==> src/rtl/basic_control_unit.sv <==
// Timing/control sequencer for the basic-computer datapath.
// Holds SC, I, D, R and S; every control strobe is a combinational decode
// of that state plus the datapath status inputs.
// run is a one-cycle pulse that is sampled only while the sequencer is
// stopped (S=0); while running it is ignored.
module basic_control_unit (
    input  logic        clock,
    input  logic        reset,
    input  logic        run,
    input  logic [15:0] IR_OUT,
    input  logic [15:0] AC_OUT,
    input  logic [15:0] DR_OUT,
    input  logic        OUT_E,
    input  logic        OUT_FGI,
    input  logic        OUT_FGO,
    input  logic        OUT_INE,
    output logic        LD_AR,
    output logic        LD_PC,
    output logic        LD_DR,
    output logic        LD_IR,
    output logic        LD_TR,
    output logic        LD_OUTR,
    output logic        LD_AC,
    output logic        INC_AR,
    output logic        INC_PC,
    output logic        INC_DR,
    output logic        INC_TR,
    output logic        INC_AC,
    output logic        CLR_AR,
    output logic        CLR_PC,
    output logic        CLR_DR,
    output logic        CLR_TR,
    output logic        CLR_AC,
    output logic        Read_memory,
    output logic        Write_memory,
    output logic [2:0]  Sel,
    output logic [3:0]  aluop,
    output logic        Write_E,
    output logic        SET_INE,
    output logic        reset_INE,
    output logic        reset_FGI,
    output logic        reset_FGO,
    output logic        halted,
    output logic [2:0]  sc_out
);

    localparam logic [3:0] ALU_AND = 4'd1;
    localparam logic [3:0] ALU_ADD = 4'd2;
    localparam logic [3:0] ALU_LDA = 4'd3;
    localparam logic [3:0] ALU_CMA = 4'd4;
    localparam logic [3:0] ALU_CIR = 4'd5;
    localparam logic [3:0] ALU_CIL = 4'd6;
    localparam logic [3:0] ALU_CLE = 4'd7;
    localparam logic [3:0] ALU_CME = 4'd8;
    localparam logic [3:0] ALU_INP = 4'd9;

    logic [2:0] sc_q, sc_d;
    logic [2:0] d_q, d_d;
    logic       i_q, i_d;
    logic       r_q, r_d;
    logic       s_q, s_d;
    logic       sc_clr;
    logic       hlt;
    logic       ac_clr, ac_ld;

    assign halted = ~s_q;
    assign sc_out = sc_q;

    // CLR beats LD beats INC when a register-reference word hits AC more than once.
    assign ac_clr = IR_OUT[11];
    assign ac_ld  = IR_OUT[9] | IR_OUT[7] | IR_OUT[6];

    // Decode the current timing step into datapath strobes; silent in reset or halt.
    always_comb begin
        LD_AR = 1'b0; LD_PC = 1'b0; LD_DR = 1'b0; LD_IR = 1'b0;
        LD_TR = 1'b0; LD_OUTR = 1'b0; LD_AC = 1'b0;
        INC_AR = 1'b0; INC_PC = 1'b0; INC_DR = 1'b0; INC_TR = 1'b0; INC_AC = 1'b0;
        CLR_AR = 1'b0; CLR_PC = 1'b0; CLR_DR = 1'b0; CLR_TR = 1'b0; CLR_AC = 1'b0;
        Read_memory = 1'b0; Write_memory = 1'b0;
        Sel = 3'd0; aluop = 4'd0; Write_E = 1'b0;
        SET_INE = 1'b0; reset_INE = 1'b0; reset_FGI = 1'b0; reset_FGO = 1'b0;
        sc_clr = 1'b0;
        hlt = 1'b0;
        if (!reset && s_q) begin
            if (r_q && sc_q <= 3'd2) begin
                // Interrupt cycle: save PC at M[0], vector to PC=1.
                case (sc_q)
                    3'd0:    begin CLR_AR = 1'b1; Sel = 3'd2; LD_TR = 1'b1; end
                    3'd1:    begin Sel = 3'd6; Write_memory = 1'b1; CLR_PC = 1'b1; end
                    default: begin INC_PC = 1'b1; reset_INE = 1'b1; sc_clr = 1'b1; end
                endcase
            end else if (sc_q <= 3'd2) begin
                case (sc_q)
                    3'd0:    begin Sel = 3'd2; LD_AR = 1'b1; end
                    3'd1:    begin Sel = 3'd7; Read_memory = 1'b1; LD_IR = 1'b1; INC_PC = 1'b1; end
                    default: begin Sel = 3'd5; LD_AR = 1'b1; end
                endcase
            end else if (d_q == 3'd7) begin
                sc_clr = 1'b1;
                if (!i_q) begin
                    // Register reference: several bits may act in one cycle.
                    CLR_AC  = ac_clr;
                    LD_AC   = ac_ld & ~ac_clr;
                    INC_AC  = IR_OUT[5] & ~ac_clr & ~ac_ld;
                    Write_E = IR_OUT[10] | IR_OUT[8] | IR_OUT[7] | IR_OUT[6];
                    if (IR_OUT[10])     aluop = ALU_CLE;
                    else if (IR_OUT[9]) aluop = ALU_CMA;
                    else if (IR_OUT[8]) aluop = ALU_CME;
                    else if (IR_OUT[7]) aluop = ALU_CIR;
                    else if (IR_OUT[6]) aluop = ALU_CIL;
                    INC_PC = (IR_OUT[4] & ~AC_OUT[15]) | (IR_OUT[3] & AC_OUT[15]) |
                             (IR_OUT[2] & (AC_OUT == 16'd0)) | (IR_OUT[1] & ~OUT_E);
                    hlt = IR_OUT[0];
                end else begin
                    // Input/output instructions.
                    if (IR_OUT[11]) begin aluop = ALU_INP; LD_AC = 1'b1; reset_FGI = 1'b1; end
                    if (IR_OUT[10]) begin Sel = 3'd4; LD_OUTR = 1'b1; reset_FGO = 1'b1; end
                    INC_PC    = (IR_OUT[9] & OUT_FGI) | (IR_OUT[8] & OUT_FGO);
                    SET_INE   = IR_OUT[7];
                    reset_INE = IR_OUT[6];
                end
            end else if (sc_q == 3'd3) begin
                // Indirect address fetch; direct addressing idles here.
                if (i_q) begin Sel = 3'd7; Read_memory = 1'b1; LD_AR = 1'b1; end
            end else begin
                case (d_q)
                    3'd0, 3'd1, 3'd2: begin
                        if (sc_q == 3'd4) begin
                            Sel = 3'd7; Read_memory = 1'b1; LD_DR = 1'b1;
                        end else begin
                            aluop   = (d_q == 3'd0) ? ALU_AND : (d_q == 3'd1) ? ALU_ADD : ALU_LDA;
                            LD_AC   = 1'b1;
                            Write_E = (d_q == 3'd1);
                            sc_clr  = 1'b1;
                        end
                    end
                    3'd3: begin Sel = 3'd4; Write_memory = 1'b1; sc_clr = 1'b1; end
                    3'd4: begin Sel = 3'd1; LD_PC = 1'b1; sc_clr = 1'b1; end
                    3'd5: begin
                        if (sc_q == 3'd4) begin
                            Sel = 3'd2; Write_memory = 1'b1; INC_AR = 1'b1;
                        end else begin
                            Sel = 3'd1; LD_PC = 1'b1; sc_clr = 1'b1;
                        end
                    end
                    3'd6: begin
                        case (sc_q)
                            3'd4:    begin Sel = 3'd7; Read_memory = 1'b1; LD_DR = 1'b1; end
                            3'd5:    INC_DR = 1'b1;
                            default: begin
                                Sel = 3'd3; Write_memory = 1'b1;
                                INC_PC = (DR_OUT == 16'd0);
                                sc_clr = 1'b1;
                            end
                        endcase
                    end
                    default: sc_clr = 1'b1;
                endcase
            end
        end
    end

    // Next-state for SC, I, D, R and S; a stopped sequencer only watches run.
    always_comb begin
        sc_d = sc_q;
        d_d  = d_q;
        i_d  = i_q;
        r_d  = r_q;
        s_d  = s_q;
        if (!s_q) begin
            if (run) begin
                s_d  = 1'b1;
                sc_d = 3'd0;
            end
        end else begin
            sc_d = sc_clr ? 3'd0 : sc_q + 3'd1;
            if (!r_q && sc_q == 3'd2) begin
                d_d = IR_OUT[14:12];
                i_d = IR_OUT[15];
            end
            if (r_q && sc_q == 3'd2)
                r_d = 1'b0;
            else if (!r_q && sc_q >= 3'd3 && OUT_INE && (OUT_FGI || OUT_FGO))
                r_d = 1'b1;
            if (hlt)
                s_d = 1'b0;
        end
    end

    // Sequencer state registers with asynchronous reset.
    always_ff @(posedge clock or posedge reset) begin
        if (reset) begin
            sc_q <= 3'd0;
            d_q  <= 3'd0;
            i_q  <= 1'b0;
            r_q  <= 1'b0;
            s_q  <= 1'b1;
        end else begin
            sc_q <= sc_d;
            d_q  <= d_d;
            i_q  <= i_d;
            r_q  <= r_d;
            s_q  <= s_d;
        end
    end

endmodule

==> config.mk <==
export PLATFORM = sky130hd
export DESIGN_NAME = basic_control_unit
export DESIGN_NICKNAME = d
export VERILOG_FILES = /design/src/rtl/basic_control_unit.sv
export SDC_FILE = /design/constraint.sdc
export NUM_CORES = 1
export LEC_CHECK = 0
export BUFFER_PORTS_ARGS = -buffer_cell sky130_fd_sc_hd__clkbuf_2
export CORE_AREA = 8 8 64 66
export DETAILED_ROUTE_END_ITERATION = 7
export DIE_AREA = 0 0 72 74
export GPL_TIMING_DRIVEN = 1
export PLACE_DENSITY = 0.82
export RECOVER_POWER = 25
export SLEW_MARGIN = 25
export SYNTH_ARGS = -nofsm -noshare
export SYNTH_HDL_FRONTEND = slang
export SYNTH_SLANG_ARGS = --single-unit
==> constraint.sdc <==
create_clock -name clock -period 4 [get_ports clock]
set_input_delay 1.2 -clock clock [delete_from_list [all_inputs] [get_ports clock]]
set_output_delay 1.2 -clock clock [all_outputs]
set_load 0.1 [all_outputs]
==> results of run 1 <==
cells in the final DEF, fill, tap and decap left out, types with 4 or more instances in the layout:
cell       n
nor2_1    17
nor3_1     4
a21oi_1   12
nand2_1   16
clkbuf_2  60
dfrtp_1    5
mux2_2     4
inv_1      8
nand3_1    5
nor4_1     7
buf_4      8
nor2b_1    4
o21ai_0    8
and3_1     4
o21ai_1    4
buf_12    21
ha_1       5
nor2_2     4
power groups by stage:
stage / sequential, W / clock, W / combinational, W
after floorplan: 0.000274 / 0 / 0.00124
after global placement: 0.000279 / 0 / 0.00158
after detailed placement: 0.000281 / 0 / 0.00160
after CTS: 0.000280 / 0.0000745 / 0.00161
after global routing: 0.000302 / 0.0000782 / 0.00169
final: 0.000284 / 0.0000704 / 0.00161
registers in the layout (all words and copies together), names as in the netlist:
| signal | flops |
|---|---|
| s_q | 1 |
| r_q | 1 |
| i_q | 1 |
| sc_out | 3 |
| d_q | 3 |
Yosys cell counts, types with 4 or more instances:
library cell	instances	share of area (%)
nor2_1	23	6.5
nand2_1	17	4.8
a21oi_1	15	5.7
dfrtp_1	8	15
inv_1	8	2.3
nor4_1	8	3.8
o21ai_0	8	3.0
buf_2	7	2.7
and3_1	5	2.4
buf_4	5	2.8
clkbuf_1	5	1.4
ha_1	5	4.7
nand3_1	5	1.9
nor2b_1	5	2.4
nor3_1	5	1.9
mux2_2	4	3.4
nor4b_1	4	2.7
o21ai_1	4	1.5
path summary, 6_finish.rpt:
path	from	end	slack, ns	cells after the start
hold / removal	sc_out[0]	sc_out[0]	0.53	1
min in group asynchronous	reset	r_q	1.08	3
setup reg to reg	sc_out[2]	sc_out[0]	1.82	7
max in group asynchronous	reset	s_q	2.58	3
hold reg to reg	sc_out[0]	sc_out[0]	0.53	1
setup / recovery	AC_OUT[15]	INC_PC	0.12	7
cell type report:
type | count | area [um^2] | area share [%]
multi-input cells | 152 | 1134 | 49.86
clock buffers | 4 | 26.28 | 1.156
well taps | 46 | 57.56 | 2.532
repair buffers | 91 | 788.3 | 34.67
inverters | 10 | 37.54 | 1.651
flip-flops and latches | 9 | 230.2 | 10.13
critical path: stages:
cell and delay [ns]:
clkbuf_2 0.09, nor4_1 0.26, nand4_1 0.12, o41ai_1 0.30, a21oi_1 0.16, a311oi_4 0.33, buf_12 0.22
layer usage:
layer	track usage [%]	vias to the layer above
met4	6.349	0
li1	-	842
met1	20.60	773
met3	4.852	5
met5	0	-
met2	31.58	78
cells by family (layout without fill, tap and decap cells):
family | Yosys count | after routing | share of synthesized area, %
AND/OR/NAND/NOR | 87 | 87 | 35.51
other | 1 | 3 | 0.2838
buffers and inverters | 29 | 105 | 11.46
AO/OA/AOI/OAI | 53 | 53 | 27.46
multiplexers | 4 | 4 | 3.409
adder cells (fa/ha/maj) | 5 | 5 | 4.735
flip-flops | 9 | 9 | 17.14
stage by stage:
stage	std cells	setup TNS [ns]	hold WS (ns)	setup WS (ns)	total power, W
detailed placement	308	0	0.5228	0.1041	0.001886
floorplan	190	-0.2318	0.5416	-0.1122	0.001512
global route	312	0	0.5414	0.009913	0.002067
global placement	308	0	0.5095	0.1641	0.001859
CTS	312	0	0.5330	0.1006	0.001963
finish	312	0	0.5308	0.1191	0.001960
==> results.md, run 1 <==
* Seq cells post-synth at 9
* Site row count at 21
* Top achievable clock speed at 257.7 MHz
* Most instantiated flip-flop cell in the synthesis netlist: dfrtp_1
* Sort of element at the end of the critical path: output port
* Number of buffers on the longest clock path at 2
* Path category of the worst min-delay check: register to register
* Number of vias in the routed layout at 1,698
* Minimum period implied by the final worst setup slack at 3.881 ns
* Worst Max-Slew Pin Slew at 0.7497 ns
* Maximum fanout along the worst path at 3
* Clk root buf: clkbuf_4
* Count of endpoints failing hold in the final timing report at 0
* Proportion of power drawn by combinational gates at 81.9%
* # resized after CTS at 0
* Async S/R FF share, synth at 100.0%
* Number of clock sinks seen by CTS at 9
* Routed len/inst at 15.26 um
* Detailed placement HPWL at 4071 um
* Peak supply drop at 0.5526 mV
* Register clock-pin slew on the reported worst setup and hold paths at 0.06 ns
* Clock Latency Late Sink at 0.27 ns
* Global-route wire length before repair at 7762 um
* Final design area excluding fillers at 2273 um^2
* Met3 Routed Length at 391 um
* Average footprint of a synthesized cell at 7.028 um^2
* Post-CTS Repair Setup Buffers at 0
* Global-route congestion overflow total at 0
* Number of filler instances in the final layout at 234
* Setup violation total in the final timing report at 0
* Number of nets in the final layout at 327
* Switch share at 64.70%
* End-of-flow core utilization at 71.51%
* Worst slew slack as a fraction of its limit at 49.83%
* Data arrival time of the critical path at 2.68 ns
* Synth Cell Area at 1321 um^2
* Yosys warning count at 0
* Number of flops mapped to enable cells by yosys at 0
* PwrDens at 862.1 nW/um^2
* Wire length on met1 at 1917 um
* Via count of the first global-routing pass at 1,665
* Placed cell areas at 2252 um^2
* Internal power component at 0.0006919 W
* Initial standard-cell utilization of the core at 41.56%
* Gate count of the mapped netlist at 188
* ANT cells at 0
* Worst-case clock skew at 0.007391 ns
* Setup repair after global routing missed its margin: false
* Number of buffers added by the clock tree synthesis step at 3
* Final weighted congestion in routability-driven placement at 0.9706
* Share of post-route cells with drive strength above 1 at 49.62%
* Die height at 74 um
* Number of nets with antenna violations after routing at 0
* Drt first pass iters at 4
* Overall routing resource usage at 18.01%
* Static leakage at 0.9837 nW
* Tcrit/Tclk final at 97.02%
* Core Area at 3179 um^2
* Port buffer count at 86
* H-tree lvl count at 1
* DRT iter0 DRCs at 77
* Required time of the critical path at 2.80 ns
* Worst Setup Path Type: input port to output port
* Synth unique cells at 52
* Maximum number of pins on one net before global-route repair at 21
* Count of hold-fix buffers inserted at cts at 0
* Power share of the clock group at 3.6%
* Io pins at 90
* Switching power total at 0.001268 W
* Result of the run: finished clean
* Top metal layer carrying routed signals: met4
* Sequential Power Share at 14.5%
* Number of pins with negative max-slew slack in the final report at 0
* Area growth from synthesis to layout at 72.06%
* Count of max-cap constraint violations at 0
* Initial antenna violation count at 0
* Clock tree from TritonCTS: yes
* Horizontal die dimension at 72 um
* Average via count per standard cell at 5.442
* Startpoint types: input port
* Seq/Total Area, Yosys at 17.14%
* DRC at 0
* Post-detailed-routing wire length at 4761 um
* Detail Route met2 WL at 2392 um
* Die area at 5328 um^2
Power figures use the tool's default switching activity.
==> inputs of run 2 (changes only) <==
--- a/config.mk
+++ b/config.mk
@@ -6,11 +6,11 @@
 export NUM_CORES = 1
 export LEC_CHECK = 0
 export BUFFER_PORTS_ARGS = -buffer_cell sky130_fd_sc_hd__clkbuf_2
-export CORE_AREA = 8 8 64 66
+export CORE_AREA = 8 8 68 70
 export DETAILED_ROUTE_END_ITERATION = 7
-export DIE_AREA = 0 0 72 74
+export DIE_AREA = 0 0 76 78
 export GPL_TIMING_DRIVEN = 1
-export PLACE_DENSITY = 0.82
+export PLACE_DENSITY = 0.76
 export RECOVER_POWER = 25
 export SLEW_MARGIN = 25
 export SYNTH_ARGS = -nofsm -noshare
==> constraint.sdc (replaced) <==
create_clock -name clock -period 3.2 [get_ports clock]
set_input_delay 0.96 -clock clock [delete_from_list [all_inputs] [get_ports clock]]
set_output_delay 0.96 -clock clock [all_outputs]
set_load 0.1 [all_outputs]
==> run 2 against run 1 <==
The run now ends with negative setup slack left; largest cell class unchanged; first-iteration DRC count grew 38%; power up 52%; sequential share of layout area fell by 1.5 points; clock-buffer cell count shrank 1; worst setup slack got worse by 0.23 ns; highest routed layer unchanged; design area rose by 21%; cell count up 4.5%; critical path type unchanged; non-clock buffer count grew 12; sequential power grew 31%; clock skew down 0.0041 ns; register-to-register slack got worse by 0.60 ns.
==> results.md, run 2 (synthesis gave the netlist of run 1 again) <==
* Static leakage at 1.118 nW (+14%)
* Final weighted congestion in routability-driven placement at 0.9005 (-7.2%)
* Setup repair after global routing missed its margin: true
* Initial antenna violation count at 0 (unchanged)
* Area taken by multi-input logic gates at 1404 um^2 (+24%)
* Highest cell delay on the worst timing path at 0.37 ns (+0.04 ns)
* Ordered cell list for the critical path: clkbuf_1, clkinvlp_2, nand2_1, nor3_4, o41ai_1, o31ai_4, buf_12
* Slowest CP cell: nand2_1
* Number of clock sinks seen by CTS at 9 (unchanged)
* Clock tree from TritonCTS: yes
* Worst Max-Slew Pin Slew at 0.5267 ns (-0.2231 ns)
* Area growth from synthesis to layout at 108.5%
* Count of max-cap constraint violations at 0 (unchanged)
* Register clock-pin slew on the reported worst setup and hold paths at 0.07 ns (about the same)
* Violated checks: negative setup slack
* Average via count per standard cell at 5.586 (+2.6%)
* H-tree lvl count at 1 (unchanged)
* Sequential cell area at 239.0 um^2 (+3.8%)
* End-of-flow core utilization at 77.59% (+6.1 points)
* Overall routing resource usage at 18.26% (+0.25 points)
* Path category of the worst min-delay check: register to register
* Horizontal die dimension at 76 um (+5.6%)
* Drt first pass iters at 4 (unchanged)
* ANT cells at 0 (unchanged)
* Worst-case clock skew at 0.003333 ns (-0.004057 ns)
* Result of the run: finished, violations left
* Startpoint of the most critical hold path: sc_out[0]
* Port buffer count at 86 (unchanged)
* Global-route congestion overflow total at 0 (unchanged)
* Count of endpoints failing hold in the final timing report at 0 (unchanged)
* Detailed placement HPWL at 4812 um (+18%)
* Worst slew slack as a fraction of its limit at 64.43% (+15 points)
* Startpoint of the worst setup timing path: reset
* Number of nets in the final layout at 339 (+3.7%)
* Peak supply drop at 0.8162 mV (+48%)
* DRT iter0 DRCs at 106 (+38%)
* Number of filler instances in the final layout at 243 (+3.8%)
* Share of post-route cells with drive strength above 1 at 65.11% (+15 points)
* Routed len/inst at 18.39 um (+21%)
* Sort of element at the end of the critical path: output port
* Commonest cells after routing, fill and taps aside: clkbuf_2 (57), buf_12 (28), buf_4 (16), nor2_1 (14), nand2_1 (14)
* Number of pins with negative max-slew slack in the final report at 0 (unchanged)
* PwrDens at 1084 nW/um^2 (+26%)
* Number of buffers added by the clock tree synthesis step at 3 (unchanged)
* Number of vias in the routed layout at 1,821 (+7.2%)
* Worst Setup Path Type: input port to output port
* Data arrival time of the critical path at 2.35 ns (-0.33 ns)
* Number of buffers on the longest clock path at 2 (unchanged)
* Flop2flop setup slack at 1.22 ns (-0.60 ns)
* Most common cell after layout, fill and taps aside: clkbuf_2
* Minimum period implied by the final worst setup slack at 3.311 ns
* Required time of the critical path at 2.24 ns (-0.56 ns)
* Tcrit/Tclk final at 103.5%
* Site row count at 22 (+4.8%)
* Die height at 78 um (+5.4%)
* Post-detailed-routing wire length at 5995 um (+26%)
* Startpoint types: input port
* Maximum number of pins on one net before global-route repair at 19 (-9.5%)
* Number of nets with antenna violations after routing at 0 (unchanged)
* Io pins at 90 (unchanged)
* Initial standard-cell utilization of the core at 37.21% (-4.3 points)
* Clk root buf: clkbuf_4
* Maximum fanout along the worst path at 6 (+3)
* Top achievable clock speed at 302.0 MHz
* Clock Latency Late Sink at 0.26 ns (about the same)
* Launch point of the worst reg-to-reg path: sc_out[0]
* Global-route wire length before repair at 9232 um (+19%)
* Core Area at 3551 um^2 (+12%)
* Die area at 5928 um^2 (+11%)
* Setup violation total in the final timing report at 11 (+11)
* Least setup slack across all paths after layout at -0.1109 ns (-0.2300 ns)
* Count of hold-fix buffers inserted at cts at 0 (unchanged)
* DRC at 0 (unchanged)
* Post-Place Worst Slack at -0.1739 ns (-0.2780 ns)
* Via count of the first global-routing pass at 1,843 (+11%)
-- run 2: changes by cell type in the layout (fill, tap and decap cells not counted), moves of 4 or more --
cell,before,now
buf_4,8,16
nor2_4,2,7
ha_4,0,5
buf_12,21,28
nor4_1,7,3
ha_1,5,0
-- run 2: layout make-up --
type | count | share of cell area, %
multi-input combinational | 152 | 50.95
timing repair buffer | 103 | 35.33
sequential | 9 | 8.674
tap | 48 | 2.180
inverter | 10 | 1.862
clock buffer | 3 | 0.8174
clock inverter | 1 | 0.1817
-- run 2: layer usage --
metal	part of all wire, %	GRT usage [%]	wire [um]
met4	0.28	3.333	17
met1	41	21.38	2431
met5	0	0	0
met2	53	33.68	3185
met3	6.0	3.456	360
-- run 2: path summary, 6_finish.rpt --
check | to | depth (start not counted)
worst max-delay path | Write_E | 7
worst min-delay path | sc_out[0] | 1
worst max register to register | sc_out[2] | 8
worst min register to register | sc_out[0] | 1
max in group asynchronous | sc_out[2] | 3
min in group asynchronous | i_q | 3
-- run 2: worst max-delay path, delay by kind of cell --
kind / cells / cell delay [ns]
compound gates: 2 / 0.30
buf+inv: 3 / 0.59
simple gates: 2 / 0.49
-- run 2: power breakdown --
group          switching (W)  internal, W  leakage, nW  total (W)
registers           0.000192     0.000178        0.103   0.000371
clock network      0.0000416    0.0000461       0.0177  0.0000877
logic                0.00161     0.000921        0.998    0.00253
total                0.00184      0.00115         1.12    0.00299
-- run 2: per-stage QoR --
step                      cell area, um^2  std cells  TNS (ns)  hold WS (ns)  power [W]
after floorplan                      1760        190    -1.281        0.5546   0.002104
after global placement               2577        314   -0.1395        0.5749   0.002637
after detailed placement             2577        314   -0.1739        0.5856   0.002677
after CTS                            2624        318   -0.1148        0.5965   0.002785
after global routing                 2755        326    -1.546        0.6268   0.003132
final                                2755        326   -0.5035        0.6053   0.002986
-- run 2: repair_timing --
| action | in CTS | in global routing |
|---|---|---|
| pin swaps | 0 | 6 |
| resized for setup | 4 | 15 |
| buffers inserted | 0 | 8 |
| setup endpoints to repair | 3 | 12 |
